File: src/rtl/fetch_unit_pkg.sv
// Shared definitions for the instruction fetch path: FSM state codes,
// PC mux select codes and the fetch address alignment helper.
package fetch_unit_pkg;

  localparam int unsigned PC_W  = 16;
  localparam int unsigned CNT_W = 8;

  localparam logic [1:0] ST_IDLE   = 2'b00;
  localparam logic [1:0] ST_ACCESS = 2'b01;
  localparam logic [1:0] ST_LOAD   = 2'b10;

  localparam logic [1:0] PC_SEL_INC   = 2'b00;
  localparam logic [1:0] PC_SEL_BUS   = 2'b01;
  localparam logic [1:0] PC_SEL_ADDER = 2'b10;

  // Instructions are 16-bit words; the byte bit of the PC is dropped.
  function automatic logic [PC_W-1:0] word_align(input logic [PC_W-1:0] a);
    return a & ~PC_W'(1);
  endfunction

endpackage

File: src/rtl/fetch_unit.sv
// Instruction fetch sequencer: issues one memory read per start request,
// captures the word into ir, then strobes the PC mux to advance.
module fetch_unit
  import fetch_unit_pkg::*;
#(
  parameter int unsigned TIMEOUT = 15,
  parameter logic [1:0]  INC_SEL = PC_SEL_INC
) (
  input  logic            clk,
  input  logic            rst,
  input  logic            start,
  input  logic            flush,
  input  logic [PC_W-1:0] pc,
  input  logic [PC_W-1:0] mem_rdata,
  input  logic            mem_r,
  output logic            mem_en,
  output logic [PC_W-1:0] mem_addr,
  output logic            ld_pc,
  output logic [1:0]      pc_sel,
  output logic [PC_W-1:0] ir,
  output logic            ir_valid,
  output logic            busy,
  output logic            err
);

  logic [1:0]       state_q,    state_d;
  logic [CNT_W-1:0] cnt_q,      cnt_d;
  logic [PC_W-1:0]  addr_q,     addr_d;
  logic [PC_W-1:0]  ir_q,       ir_d;
  logic             ir_valid_q, ir_valid_d;
  logic             mem_en_q,   mem_en_d;
  logic             ld_pc_q,    ld_pc_d;
  logic [1:0]       pc_sel_q,   pc_sel_d;
  logic             busy_q,     busy_d;
  logic             err_q,      err_d;

  // Next-state and output decode; outputs are registered from the next state.
  always_comb begin
    state_d    = state_q;
    cnt_d      = cnt_q;
    addr_d     = addr_q;
    ir_d       = ir_q;
    ir_valid_d = ir_valid_q;
    err_d      = 1'b0;
    pc_sel_d   = INC_SEL;

    case (state_q)
      ST_IDLE: begin
        if (start && !flush) begin
          state_d    = ST_ACCESS;
          addr_d     = word_align(pc);
          ir_valid_d = 1'b0;
          cnt_d      = '0;
        end
      end
      ST_ACCESS: begin
        // Flush beats both a returning read and an expiring timeout.
        if (flush) begin
          state_d = ST_IDLE;
        end else if (mem_r) begin
          ir_d       = mem_rdata;
          ir_valid_d = 1'b1;
          state_d    = ST_LOAD;
        end else begin
          cnt_d = cnt_q + CNT_W'(1);
          if (cnt_d == CNT_W'(TIMEOUT)) begin
            err_d   = 1'b1;
            state_d = ST_IDLE;
          end
        end
      end
      // Fetch is committed once in LOAD, so flush does not cancel the PC update.
      ST_LOAD: state_d = ST_IDLE;
      default: state_d = ST_IDLE;
    endcase

    mem_en_d = (state_d == ST_ACCESS);
    ld_pc_d  = (state_d == ST_LOAD);
    busy_d   = (state_d != ST_IDLE);
  end

  always_ff @(posedge clk) begin
    if (rst) begin
      state_q    <= ST_IDLE;
      cnt_q      <= '0;
      addr_q     <= '0;
      ir_q       <= '0;
      ir_valid_q <= 1'b0;
      mem_en_q   <= 1'b0;
      ld_pc_q    <= 1'b0;
      pc_sel_q   <= INC_SEL;
      busy_q     <= 1'b0;
      err_q      <= 1'b0;
    end else begin
      state_q    <= state_d;
      cnt_q      <= cnt_d;
      addr_q     <= addr_d;
      ir_q       <= ir_d;
      ir_valid_q <= ir_valid_d;
      mem_en_q   <= mem_en_d;
      ld_pc_q    <= ld_pc_d;
      pc_sel_q   <= pc_sel_d;
      busy_q     <= busy_d;
      err_q      <= err_d;
    end
  end

  assign mem_en   = mem_en_q;
  assign mem_addr = addr_q;
  assign ld_pc    = ld_pc_q;
  assign pc_sel   = pc_sel_q;
  assign ir       = ir_q;
  assign ir_valid = ir_valid_q;
  assign busy     = busy_q;
  assign err      = err_q;

endmodule

File: config.mk
export PLATFORM = sky130hd
export DESIGN_NAME = fetch_unit
export DESIGN_NICKNAME = d
export VERILOG_FILES = /design/src/rtl/fetch_unit_pkg.sv /design/src/rtl/fetch_unit.sv
export SDC_FILE = /design/constraint.sdc
export NUM_CORES = 1
export LEC_CHECK = 0
export ABC_AREA = 0
export CAP_MARGIN = 0
export CORE_ASPECT_RATIO = 0.6
export CORE_MARGIN = 2
export CORE_UTILIZATION = 42
export DETAILED_ROUTE_END_ITERATION = 10
export GPL_TIMING_DRIVEN = 0
export PLACE_DENSITY = 0.79
export SYNTH_ARGS = -nofsm -noshare
export SYNTH_HDL_FRONTEND = slang
export SYNTH_SLANG_ARGS = --single-unit
export TNS_END_PERCENT = 10
File: constraint.sdc
create_clock -name clk -period 1.8 [get_ports clk]
set_input_delay 0.54 -clock clk [delete_from_list [all_inputs] [get_ports clk]]
set_output_delay 0.54 -clock clk [all_outputs]
set_load 0.005 [all_outputs]
==> impl_metrics.ini, run 1 <==
[power_and_ir_drop]
power_density_mw_per_mm2 = 748.1
leakagePower_uw = 0.0009638
ir_drop_uv = 522.8

[timing]
slew_headroom = 0.6542
fin_crit_ns = 1.714
fin_crit_sh = 0.9525
worst_slew_pin_slew_ns = 0.5187
tns_ns = 0
fin_ws_ns = 0.08559
maxSlewViolCount = 0
setup_violations = 0
hold_violations = 0
skew_ns = 0.007421
grt_setup_unrepaired = false
clock.fmax_mhz = 583.3

[critical_path]
crit_fanout = 8
worstSetupPathType = in -> reg
startpoint_type = input port
endpoint_kind = register
path_cells = clkdlybuf4s50_1 > nor4b_4 > nor2_2 > a311oi_1
cp_num_buf_inv = 1
worstPathRequired_ns = 1.97
worst_ep_arrival_time_ns = 1.89
crit_path_top_delay_cell = clkdlybuf4s50_1
crit_family = buffers and inverters
cpPeakStageDelay_ns = 0.50

[grt]
gr-total-overflow = 0
grt_pass1_wl_um = 7169
grt_pass1_vias = 1597
grt_max_degree = 14
gr-usage-all-layers = 0.1987
antenna_found_initial = 0

[routing]
remaining_drc_errors = 0
routedWlPerCell_um = 12.78
drt_pass1_iterations = 5
num_vias = 1803
final_antenna_net_count = 0
drt_iter0_drc = 103
vias_per_cell = 5.008
postRouteWirelength_um = 4602

[synthesis]
synth_area_leader_cell = dfxtp_1
yosysUniqueCellTypes = 30
ys_warn_count = 0
muxShareOfSynthArea = 0
yosys.area_share.simple = 0.2469
synthTopCellsByCount = 63 x nand2_1, 46 x dfxtp_1, 39 x a21oi_1
synth_fa_ha_area_frac = 0.01395
yosysSeqAreaShare = 0.5132
syn-mean-instance-area_sq_um = 8.156
synth_top_area_share = 0.5132
yosys_most_used_dff = dfxtp_1
synth.most_common_cell = nand2_1
syn_area_sq_mm = 0.001794
synth_top_family_by_area = simple AND/OR/NAND/NOR gates
yosys.area_share.xor_xnor = 0.01464
synth_edf_count = 0
synth_compound_area_frac = 0.1604
syn_inst = 220
synth-async-reset-ratio = 0
synthTopCellsByArea = dfxtp_1 51%, nand2_1 13%, a21oi_1 11%, clkbuf_1 2.3%, nor2_1 2.1%
ys_seq_elements = 46

[floorplanning]
die_w_um = 88.38
initial_core_util = 0.4377
die_y_um = 54.63
rows = 18
io_pins = 76
core_sq_mm = 0.004099
fp.dieArea_sq_mm = 0.004828

[clocking]
htreeDepth = 2
clock-sinks = 46
clock_path_buffers = 2
cts_hold_buf = 0
cts_buffers = 5
cts_tree = yes
clk_latency_ns = 0.29
cts.clk_slew.worst_paths_ns = 0.08
clock-root-buffer = clkbuf_8

[finish]
drive_gt1_frac = 0.09000
postLayoutCoreUtil = 0.6658
nets = 339
areaGrowthSynthToFinish_pct = 52.09
n_antenna_cell = 0

[flow_run]
drv_cap = 0

[placement]
gp_congestion = 0.7842
dp_slack_ns = -0.7227
portBuffers = 70
detailed_place_hpwl_um = 3295

[status]
status = completed

[min_path]
min_path_type = reg -> reg
## sequential cells by signal, summed over array words and instances (netlist names)
signal    count
mem_addr     15
busy          1
err           1
ir_valid      1
mem_en        1
cnt_q         8
state_q       2
ld_pc         1
ir           16
## layout by cell type (no fill, tap or decap), drive strengths merged, types with 3 or more instances in the layout
cell type	count
dfxtp	46
o21ai	6
clkdlybuf4s50	68
nand3	5
nand3b	3
nand2	63
xor2	3
conb	3
or3	4
buf	7
a21oi	39
clkbuf	18
nor2	10
## stage by stage
stage	std cells	instance area, sq um	power (uW)	hold slack, ns
floorplan	222	1802	1152	0.4527
global placement	352	2577	1294	0.4405
CTS	360	2716	2054	0.4571
finish	360	2729	2041	0.4560
global route	360	2729	2130	0.4730
detailed placement	352	2577	1296	0.4469
## power by group
part	total (uW)	switching (uW)	internal [uW]
registers	1060	14.4	1040
clock network	761	317	444
logic	224	89.7	134
total	2040	421	1620
## worst paths after layout
| kind | from | end | slack (ns) | cells after the start |
|---|---|---|---|---|
| min reg2reg | ir[1]$_SDFFE_PP0P_ | ir[1]$_SDFFE_PP0P_ | 0.46 | 2 |
| min | ir[1]$_SDFFE_PP0P_ | ir[1]$_SDFFE_PP0P_ | 0.46 | 2 |
| max reg2reg | state_q[1]$_SDFF_PP0_ | cnt_q[7]$_SDFFE_PP0P_ | 0.12 | 4 |
| max | start | mem_en$_SDFF_PP0_ | 0.09 | 4 |
## repair_timing
action / 4_1_cts / 5_1_grt
resized for setup: 6 / 11
buffers inserted: 2 / 0
endpoints found under the setup margin: 32 / 27
## cell type report
type	count	area, sq um
fillers	367	1370
flip-flops and latches	46	922.1
multi-input cells	158	827.0
repair buffers	72	705.7
clock buffers	6	82.58
plain buffers	15	78.83
well taps	60	75.07
clock inverters	1	30.03
inverters	2	7.507
## kinds of logic (layout without fill, tap and decap cells)
kind of cell             after synthesis  after routing
AO/OA/AOI/OAI                         53             53
XOR/XNOR                               3              3
adder cells (fa/ha/maj)                2              2
buffers and inverters                 18             96
flip-flops                            46             46
other                                  1              3
AND/OR/NAND/NOR                       97             97
## per-layer routing
| metal | wire (um) | up-vias | share of wire | global-route usage |
|---|---|---|---|---|
| li1 | - | 893 | - | - |
| met1 | 2092 | 832 | 0.45 | 0.2546 |
| met2 | 2014 | 74 | 0.44 | 0.2995 |
| met3 | 460 | 4 | 0.10 | 0.09050 |
| met4 | 35 | 0 | 0.0076 | 0.06818 |
| met5 | 0 | - | 0 | 0 |
## worst min-delay path: stages (launching register included)
cell and delay, ns:
dfxtp_1 0.31, nand2_1 0.05, a21oi_1 0.05
Note: power is estimated with default switching activity, not from simulation.
==> run 2, diff against run 1 <==
--- a/config.mk
+++ b/config.mk
@@ -9,10 +9,11 @@
 export CAP_MARGIN = 0
 export CORE_ASPECT_RATIO = 0.6
 export CORE_MARGIN = 2
-export CORE_UTILIZATION = 42
+export CORE_UTILIZATION = 38
+export CTS_CLUSTER_DIAMETER = 150
 export DETAILED_ROUTE_END_ITERATION = 10
 export GPL_TIMING_DRIVEN = 0
-export PLACE_DENSITY = 0.79
+export PLACE_DENSITY = 0.76
 export SYNTH_ARGS = -nofsm -noshare
 export SYNTH_HDL_FRONTEND = slang
 export SYNTH_SLANG_ARGS = --single-unit
==> constraint.sdc (replaced) <==
create_clock -name clk -period 1.48 [get_ports clk]
set_input_delay 0.444 -clock clk [delete_from_list [all_inputs] [get_ports clk]]
set_output_delay 0.444 -clock clk [all_outputs]
set_load 0.005 [all_outputs]
==> run 2 against run 1 <==
Worst hold slack got worse by 0.0040 ns. Worst setup slack got worse by 0.13 ns. The run now ends with setup timing left. Combinational power rose by 23%. Critical path depth did not move.
==> impl_metrics.ini, run 2 (synthesis gave the netlist of run 1 again) <==
[placement]
detailed_place_hpwl_um = 3431
portBuffers = 70
gp_congestion = 0.7697
dp.cells = 355

[critical_path]
rr_endpoint = cnt_q[7]$_SDFFE_PP0P_
rr_worst_depth = 4
crit_fanout = 6
worstSetupPathType = reg -> reg
worst_ep_arrival_time_ns = 1.75
endpoint = cnt_q[7]$_SDFFE_PP0P_
startpoint = state_q[1]$_SDFF_PP0_
startpoint_type = register
worstPathRequired_ns = 1.70
regToRegSetupSlack_ns = -0.04
r2r-start = state_q[1]$_SDFF_PP0_
endpoint_kind = register

[finish]
drive_gt1_frac = 0.1776
n_antenna_cell = 0
fin_cells = 367
final_common_cell = nand2_1
areaGrowthSynthToFinish_pct = 59.27
final_cell_mix = 63 x nand2_1, 38 x a21oi_1, 37 x dlygate4sd2_1, 31 x dfxtp_1, 31 x clkdlybuf4s50_1
postLayoutCoreUtil = 0.6261
largest_reg_flops = 16
nets = 342
num-fill-cells = 426

[clocking]
cts_tree = yes
cts_buffers = 5
cts.clk_slew.worst_paths_ns = 0.09
htreeDepth = 2
clk_latency_ns = 0.30
cts_hold_buf = 0
clock_path_buffers = 2
clock-sinks = 46
clock-root-buffer = clkbuf_8

[timing]
clock.fmax_mhz = 656.1
hold_violations = 0
slew_headroom = 0.6445
fin_ws_ns = -0.04425
fin_crit_sh = 1.030
worst_slew_pin_slew_ns = 0.5332
skew_ns = 0.009741
maxSlewViolCount = 0
setup_violations = 3
fin_crit_ns = 1.524
grt_setup_unrepaired = true

[routing]
final_antenna_net_count = 0
num_vias = 1780
remaining_drc_errors = 0
drt_pass1_iterations = 4
vias_per_cell = 4.850
postRouteWirelength_um = 4844
drt_iter0_drc = 55
routedWlPerCell_um = 13.20

[floorplanning]
initial_core_util = 0.3931
io_pins = 76
fp.dieArea_sq_mm = 0.005305
die_y_um = 57.23
die_w_um = 92.71
core_sq_mm = 0.004564
rows = 19

[status]
status = complete, but fails checks
violations = setup timing

[min_path]
min_path_type = reg -> reg

[power_and_ir_drop]
power_density_mw_per_mm2 = 863.5
leakagePower_uw = 0.001166
power_uw = 2468
ir_drop_uv = 453.5

[grt]
gr-usage-all-layers = 0.1872
antenna_found_initial = 0
gr-total-overflow = 0
grt_max_degree = 15
grt_pass1_wl_um = 7900
grt_pass1_vias = 1715

[flow_run]
drv_cap = 0
## run 2: cell count changes in the layout (fill, tap and decap cells not counted), sizes merged
cell | previous run | this run
dlygate4sd2 | 0 | 37
buf | 7 | 13
clkbuf | 18 | 15
clkinvlp | 0 | 1
clkdlybuf4s50 | 68 | 31
## run 2: layout make-up
type,count,area (sq um),area share
tap,63,78.83,0.02758
buffer,14,95.09,0.03327
inverter,2,7.507,0.002627
multi-input combinational,158,914.6,0.3201
timing repair buffer,76,701.9,0.2456
sequential,46,949.7,0.3323
clock inverter,2,37.54,0.01313
clock buffer,6,72.57,0.02539
## run 2: metal layers
| layer | vias up | wire length, um | track usage |
|---|---|---|---|
| met2 | 62 | 2135 | 0.2930 |
| met3 | 4 | 514 | 0.08454 |
| li1 | 909 | - | - |
| met4 | 0 | 19 | 0.03992 |
| met1 | 805 | 2175 | 0.2423 |
| met5 | - | 0 | 0 |
## run 2: through the flow
step                      worst slack (ns)  instance area [sq um]  TNS [ns]  hold slack, ns
after global placement             -0.9656                   2581    -33.60          0.4404
after CTS                         -0.04032                   2766   -0.1032          0.4548
final                             -0.04425                   2858  -0.08154          0.4520
after detailed placement           -0.9429                   2581    -35.05          0.4457
after floorplan                   -0.08827                   1802   -0.6920          0.4527
after global routing              -0.08643                   2858   -0.4243          0.4697
## run 2: where the power goes
| part | switching (uW) | internal (uW) | total [uW] |
|---|---|---|---|
| clock network | 411 | 504 | 915 |
| logic | 121 | 155 | 276 |
| registers | 14.1 | 1260 | 1280 |
## run 2: worst max-delay path: stages (launching register included)
cell and delay [ns]:
dfxtp_4 0.37, or4b_4 0.50, buf_6 0.15, or3_1 0.30
a21oi_1 0.14
## run 2: worst min path at each step
stage	slack (ns)	startpoint	depth (start not counted)	endpoint
after floorplan	0.45	ir[0]$_SDFFE_PP0P_	2	ir[0]$_SDFFE_PP0P_
after global placement	0.44	mem_addr[6]$_SDFFE_PP0P_	2	mem_addr[6]$_SDFFE_PP0P_
after detailed placement	0.45	mem_addr[4]$_SDFFE_PP0P_	2	mem_addr[4]$_SDFFE_PP0P_
after CTS	0.45	ir[1]$_SDFFE_PP0P_	2	ir[1]$_SDFFE_PP0P_
after global routing	0.47	mem_addr[2]$_SDFFE_PP0P_	2	mem_addr[2]$_SDFFE_PP0P_
final	0.45	ir[1]$_SDFFE_PP0P_	2	ir[1]$_SDFFE_PP0P_
## run 2: repair_timing
| action | 4_1_cts | 5_1_grt |
|---|---|---|
| setup buffers | 4 | 2 |
| endpoints found under the setup margin | 82 | 30 |
| resized for setup | 80 | 19 |
| pin swaps | 2 | 8 |
==> run 3, diff against run 2 <==
--- a/config.mk
+++ b/config.mk
@@ -14,6 +14,7 @@
 export DETAILED_ROUTE_END_ITERATION = 10
 export GPL_TIMING_DRIVEN = 0
 export PLACE_DENSITY = 0.76
+export SKIP_CTS_REPAIR_TIMING = 1
 export SYNTH_ARGS = -nofsm -noshare
 export SYNTH_HDL_FRONTEND = slang
 export SYNTH_SLANG_ARGS = --single-unit
==> run 3 against run 2 <==
The flow still finishes with violations (setup timing). Via count down 0.73%. Fmax decreased by 5.1%. Utilization increased by 0.77 points. First-iteration DRC count increased by 38%. Critical path depth rose by 1. Largest power group unchanged. Highest routed layer unchanged.
==> impl_metrics.ini, run 3 (synthesis gave the netlist of run 1 again) <==
[grt]
grt_max_degree = 15
gr-usage-all-layers = 0.1826
antenna_found_initial = 0
gr-total-overflow = 0
grt_pass1_vias = 1691
grt_pass1_wl_um = 7693

[clocking]
cts_tree = yes
clock_path_buffers = 2
clock-sinks = 46
htreeDepth = 2
clk_latency_ns = 0.30
cts_buffers = 5
cts.clk_slew.worst_paths_ns = 0.08
clock-root-buffer = clkbuf_8

[routing]
final_antenna_net_count = 0
routedWlPerCell_um = 13.31
drt_pass1_iterations = 4
num_vias = 1767
vias_per_cell = 4.868
remaining_drc_errors = 0
drt_iter0_drc = 76
postRouteWirelength_um = 4832

[finish]
nets = 338
final_cell_mix = 63 x nand2_1, 39 x a21oi_1, 39 x dlymetal6s2s_1, 31 x dfxtp_1, 31 x clkdlybuf4s50_1
largest_reg_flops = 16
drive_gt1_frac = 0.1367
num-fill-cells = 414
n_antenna_cell = 0
postLayoutCoreUtil = 0.6338
final_common_cell = nand2_1
fin_cells = 363
areaGrowthSynthToFinish_pct = 61.23

[status]
status = complete, but fails checks
violations = setup timing

[floorplanning]
core_sq_mm = 0.004564
io_pins = 76
die_w_um = 92.71
die_y_um = 57.23
rows = 19
fp.dieArea_sq_mm = 0.005305
initial_core_util = 0.3931

[min_path]
min_path_type = reg -> reg
worstHoldPathCells = 2
worstHoldStart = ir[1]$_SDFFE_PP0P_
holdPathEnd = ir[1]$_SDFFE_PP0P_

[critical_path]
rr_worst_depth = 4
r2r-start = state_q[1]$_SDFF_PP0_
worst_ep_arrival_time_ns = 1.83
rr_endpoint = cnt_q[7]$_SDFFE_PP0P_
startpoint = flush
regToRegSetupSlack_ns = -0.12
endpoint_kind = register
crit_fanout = 10
worstSetupPathType = in -> reg
startpoint_type = input port
worstPathRequired_ns = 1.70

[power_and_ir_drop]
clock_power_share = 0.372
swShare = 0.2205
power_frac_comb = 0.110
p_seq_frac = 0.518
ir_drop_uv = 458.2
p_int_uw = 1928
power_density_mw_per_mm2 = 855.0
switchingPower_uw = 545.4
leakagePower_uw = 0.001630

[timing]
slew_headroom = 0.6431
grt_setup_unrepaired = true
hold_violations = 0
maxSlewViolCount = 0
fin_crit_ns = 1.606
setup_violations = 5
fin_ws_ns = -0.1259
skew_ns = 0.008719
worst_slew_pin_slew_ns = 0.5354
fin_crit_sh = 1.085
clock.fmax_mhz = 622.7

[placement]
portBuffers = 70
gp_congestion = 0.7697
dp.cells = 355
detailed_place_hpwl_um = 3431

[flow_run]
drv_cap = 0
## run 3: cell count changes in the layout (fill, tap and decap cells not counted), moves of 2 or more
cell,delta
dfxtp_2,+2
dlymetal6s2s_1,+39
dlygate4sd2_1,-37
nor2_2,+2
clkbuf_2,-2
clkbuf_1,+2
dfxtp_4,-2
nor2_4,-2
buf_4,-4
## run 3: metrics by stage
step | hold slack, ns | instance area, sq um | power [uW] | TNS, ns | worst slack [ns]
after floorplan | 0.4527 | 1802 | 1401 | -0.6920 | -0.08827
after global placement | 0.4404 | 2581 | 1574 | -33.60 | -0.9656
after detailed placement | 0.4457 | 2581 | 1578 | -35.05 | -0.9429
after CTS | 0.4573 | 2691 | 2480 | -24.93 | -0.6312
after global routing | 0.4654 | 2893 | 2582 | -1.080 | -0.1619
final | 0.4499 | 2893 | 2473 | -0.3207 | -0.1259
## run 3: layout make-up
type / instances / area, sq um / share of cell area
Sequential cell: 46 / 944.7 / 0.3266
Timing Repair Buffer: 71 / 805.8 / 0.2785
Inverter: 2 / 7.507 / 0.002595
Clock inverter: 2 / 37.54 / 0.01298
Multi-Input combinational cell: 158 / 857.1 / 0.2963
Tap cell: 63 / 78.83 / 0.02725
Buffer: 15 / 88.84 / 0.03071
Clock buffer: 6 / 72.57 / 0.02509
## run 3: per-layer routing
layer / share of wire / vias to the layer above / track usage
met5: 0 / - / 0
met4: 0.0035 / 0 / 0.03992
met3: 0.098 / 4 / 0.08851
li1: - / 894 / -
met1: 0.45 / 806 / 0.2365
met2: 0.44 / 63 / 0.2805
## run 3: worst max path at each step
stage | cells past startpoint | end | slack (ns)
2_1_floorplan | 4 | cnt_q[5]$_SDFFE_PP0P_ | -0.09
3_3_place_gp | 4 | mem_en$_SDFF_PP0_ | -0.97
3_5_place_dp | 5 | cnt_q[5]$_SDFFE_PP0P_ | -0.94
4_1_cts | 7 | ir[11]$_SDFFE_PP0P_ | -0.63
5_1_grt | 5 | cnt_q[5]$_SDFFE_PP0P_ | -0.16
6_report | 5 | cnt_q[7]$_SDFFE_PP0P_ | -0.13
## run 3: worst max-delay path, cell delays in order
cell and delay, ns:
dlymetal6s2s_1 0.22, or4b_4 0.57, buf_6 0.16, or3_1 0.30, a21oi_1 0.13
## run 3: power by group through the flow
stage / logic [uW] / registers [uW] / clock network [uW]
2_1_floorplan: 87.1 / 1310 / 0
3_5_place_dp: 265 / 1310 / 0
4_1_cts: 267 / 1280 / 929
5_1_grt: 296 / 1290 / 999
6_report: 272 / 1280 / 920
3_3_place_gp: 263 / 1310 / 0
==> edit: new RTL, settings of run 1 <==
Set the package constant `PC_W` to 14 (it was 16).
--- a/src/rtl/fetch_unit_pkg.sv
+++ b/src/rtl/fetch_unit_pkg.sv
@@ -4,3 +4,3 @@
 
-  localparam int unsigned PC_W  = 16;
+  localparam int unsigned PC_W  = 14;
   localparam int unsigned CNT_W = 8;
Ports: changed (resized ir, mem_addr, mem_rdata and pc); port bits go from 76 to 68. The function was not compared with the original's and may differ.
==> edit against run 1 <==
- the flow now finishes with violations (negative setup slack)
- setup slack got worse by 0.16 ns
- routed wire length is 5.6% lower
- sequential cell count down 4
- area after synthesis down 6.6%
- design area decreased by 7.4%
- total power is 6.0% lower
- final cell count shrank 11%
- largest power group unchanged
- combinational power decreased by 8%
- die area down 6.2%
==> edit: results (changes against run 1) <==
worst vdd ir=0.4219 mV (was 0.5228 mV); Final TNS setup=-0.1854 ns (was 0 ns); chip width=85.57 microns (was 88.38 microns); YS warnings=0 (unchanged); deepest clock path buffer count=2 (unchanged); FFs w/ async S/R, synth=0 (unchanged); Final nets=308 (was 339); CTS buffer count=5 (unchanged); status=finished, violations left (was finished clean); Crit-path slowest cell=or4b_4 (was clkdlybuf4s50_1); reg2reg end=cnt_q[5]$_SDFFE_PP0P_ (was cnt_q[7]$_SDFFE_PP0P_); PortBufs=62 (was 70); Worst R2R Setup Slack=0.01 ns (was 0.12 ns); DR vias=1641 (was 1803); failing checks=negative setup slack; post-CTS setup buffer count=0 (was 2); Worst-Margin Slew=0.5368 ns (was 0.5187 ns); CTS root buffer=clkbuf_8 (unchanged); CP Launch Point=flush (was start); GR Util All Layers=0.2014 (was 0.1987); Mapped Cells=203 (was 220); Final Skew=0.007650 ns (was 0.007421 ns); Commonest cells post-synth=60 x nand2_1, 42 x dfxtp_1, 31 x a21oi_1 (was 63 x nand2_1, 46 x dfxtp_1, 39 x a21oi_1); first-pass GRT wire length=6989 microns (was 7169 microns); clock-pin slew on the worst setup and hold paths=0.08 ns (about the same); total detailed-routing wirelength=4342 microns (was 4602 microns); Final Wtd Congestion=0.8797 (was 0.7842); vias per inst=5.128 (was 5.008); final setup vio count=4 (was 0); drt pass-1 iters=5 (unchanged); slack of the critical path=-0.07443 ns (was 0.08559 ns); max reg flops=14 (was 16); vias in the first global route=1527 (was 1597); largest net degree at the start of global routing=13 (was 14); arrival time worst endpoint=2.09 ns (was 1.89 ns); Yosys cell types=32 (was 30); sequential share of the synthesized area=0.5015 (was 0.5132); Worst Path Max Fanout=10 (was 8); Detail Placement HPWL=3037 microns (was 3295 microns); layout cells sized above 1=0.08425 (was 0.09000); end point of the critical path=cnt_q[5]$_SDFFE_PP0P_ (was mem_en$_SDFF_PP0_); drt initial violations=97 (was 103); Sw Pwr=399.8 uW (was 421.3 uW); top post-synthesis cells by area=dfxtp_1 50%, nand2_1 13%, a21oi_1 9.3% (was dfxtp_1 51%, nand2_1 13%, a21oi_1 11%); Pleak=0.0008682 uW (was 0.0009638 uW); initial antenna violation count=0 (unchanged); Worst R2R Path Depth=4 (unchanged); FILL cells=326 (was 367); worst hold path type=flop to flop (unchanged); CP peak stage delay=0.56 ns (was 0.50 ns)
==> edit: kinds of logic (layout without fill, tap and decap cells) <==
kind of cell | count (synthesis) | count (layout) | share of synthesized area
XOR/XNOR | 2 | 2 | 0.01045
buffers and inverters | 19 | 87 | 0.05447
AO/OA/AOI/OAI | 45 | 45 | 0.1567
other | 1 | 3 | 0.002237
adder cells (fa/ha/maj) | 2 | 2 | 0.01492
flip-flops | 42 | 42 | 0.5015
AND/OR/NAND/NOR | 92 | 92 | 0.2597
==> edit: through the flow <==
stage	area (sq um)	util	worst slack, ns
4_1_cts	2522	0.6738	-0.06243
3_3_place_gp	2364	0.6314	-0.8967
2_1_floorplan	1684	-	-0.005390
3_5_place_dp	2364	0.6314	-0.9646
6_report	2527	0.6751	-0.07443
5_1_grt	2527	0.6751	-0.09387
==> edit: layout make-up <==
type,instances,area share
clock inverter,1,0.01188
timing repair buffer,62,0.2455
tap,47,0.02327
clock buffer,6,0.03267
buffer,17,0.04059
multi-input combinational,144,0.3119
sequential,42,0.3327
inverter,1,0.001485
==> edit: critical path, delay by kind of cell <==
family / cells / cell delay, ns
buf+inv: 2 / 0.43
simple gates: 2 / 0.95
compound gates: 1 / 0.17
==> edit: power by group through the flow <==
stage / sequential, uW / clock [uW] / combinational, uW
final: 964 / 750 / 205
after global routing: 967 / 807 / 223
after CTS: 964 / 758 / 206
after detailed placement: 985 / 0 / 196
after global placement: 984 / 0 / 195
after floorplan: 986 / 0 / 67.4
==> edit: what timing repair did <==
action                     in CTS  in global routing
setup endpoints to repair      41                 28
gates resized for setup        15                  5
hold buffers                    0                  0
==> edit: how the worst min path moves through the flow <==
stage	from	cells after the start	end	slack, ns
2_1_floorplan	ir[0]$_SDFFE_PP0P_	2	ir[0]$_SDFFE_PP0P_	0.45
3_3_place_gp	ir[5]$_SDFFE_PP0P_	2	ir[5]$_SDFFE_PP0P_	0.44
3_5_place_dp	ir[5]$_SDFFE_PP0P_	2	ir[5]$_SDFFE_PP0P_	0.45
4_1_cts	mem_addr[6]$_SDFFE_PP0P_	2	mem_addr[6]$_SDFFE_PP0P_	0.46
5_1_grt	ir[4]$_SDFFE_PP0P_	2	ir[4]$_SDFFE_PP0P_	0.48
6_report	ir[12]$_SDFFE_PP0P_	2	ir[12]$_SDFFE_PP0P_	0.46
==> edit: per-layer routing <==
| layer | global-route usage | share of wire | up-vias |
|---|---|---|---|
| met5 | 0 | 0 | - |
| met4 | 0.06085 | 0.0069 | 0 |
| met3 | 0.08424 | 0.11 | 4 |
| met2 | 0.3086 | 0.41 | 74 |
| met1 | 0.2600 | 0.47 | 726 |
| li1 | - | - | 837 |
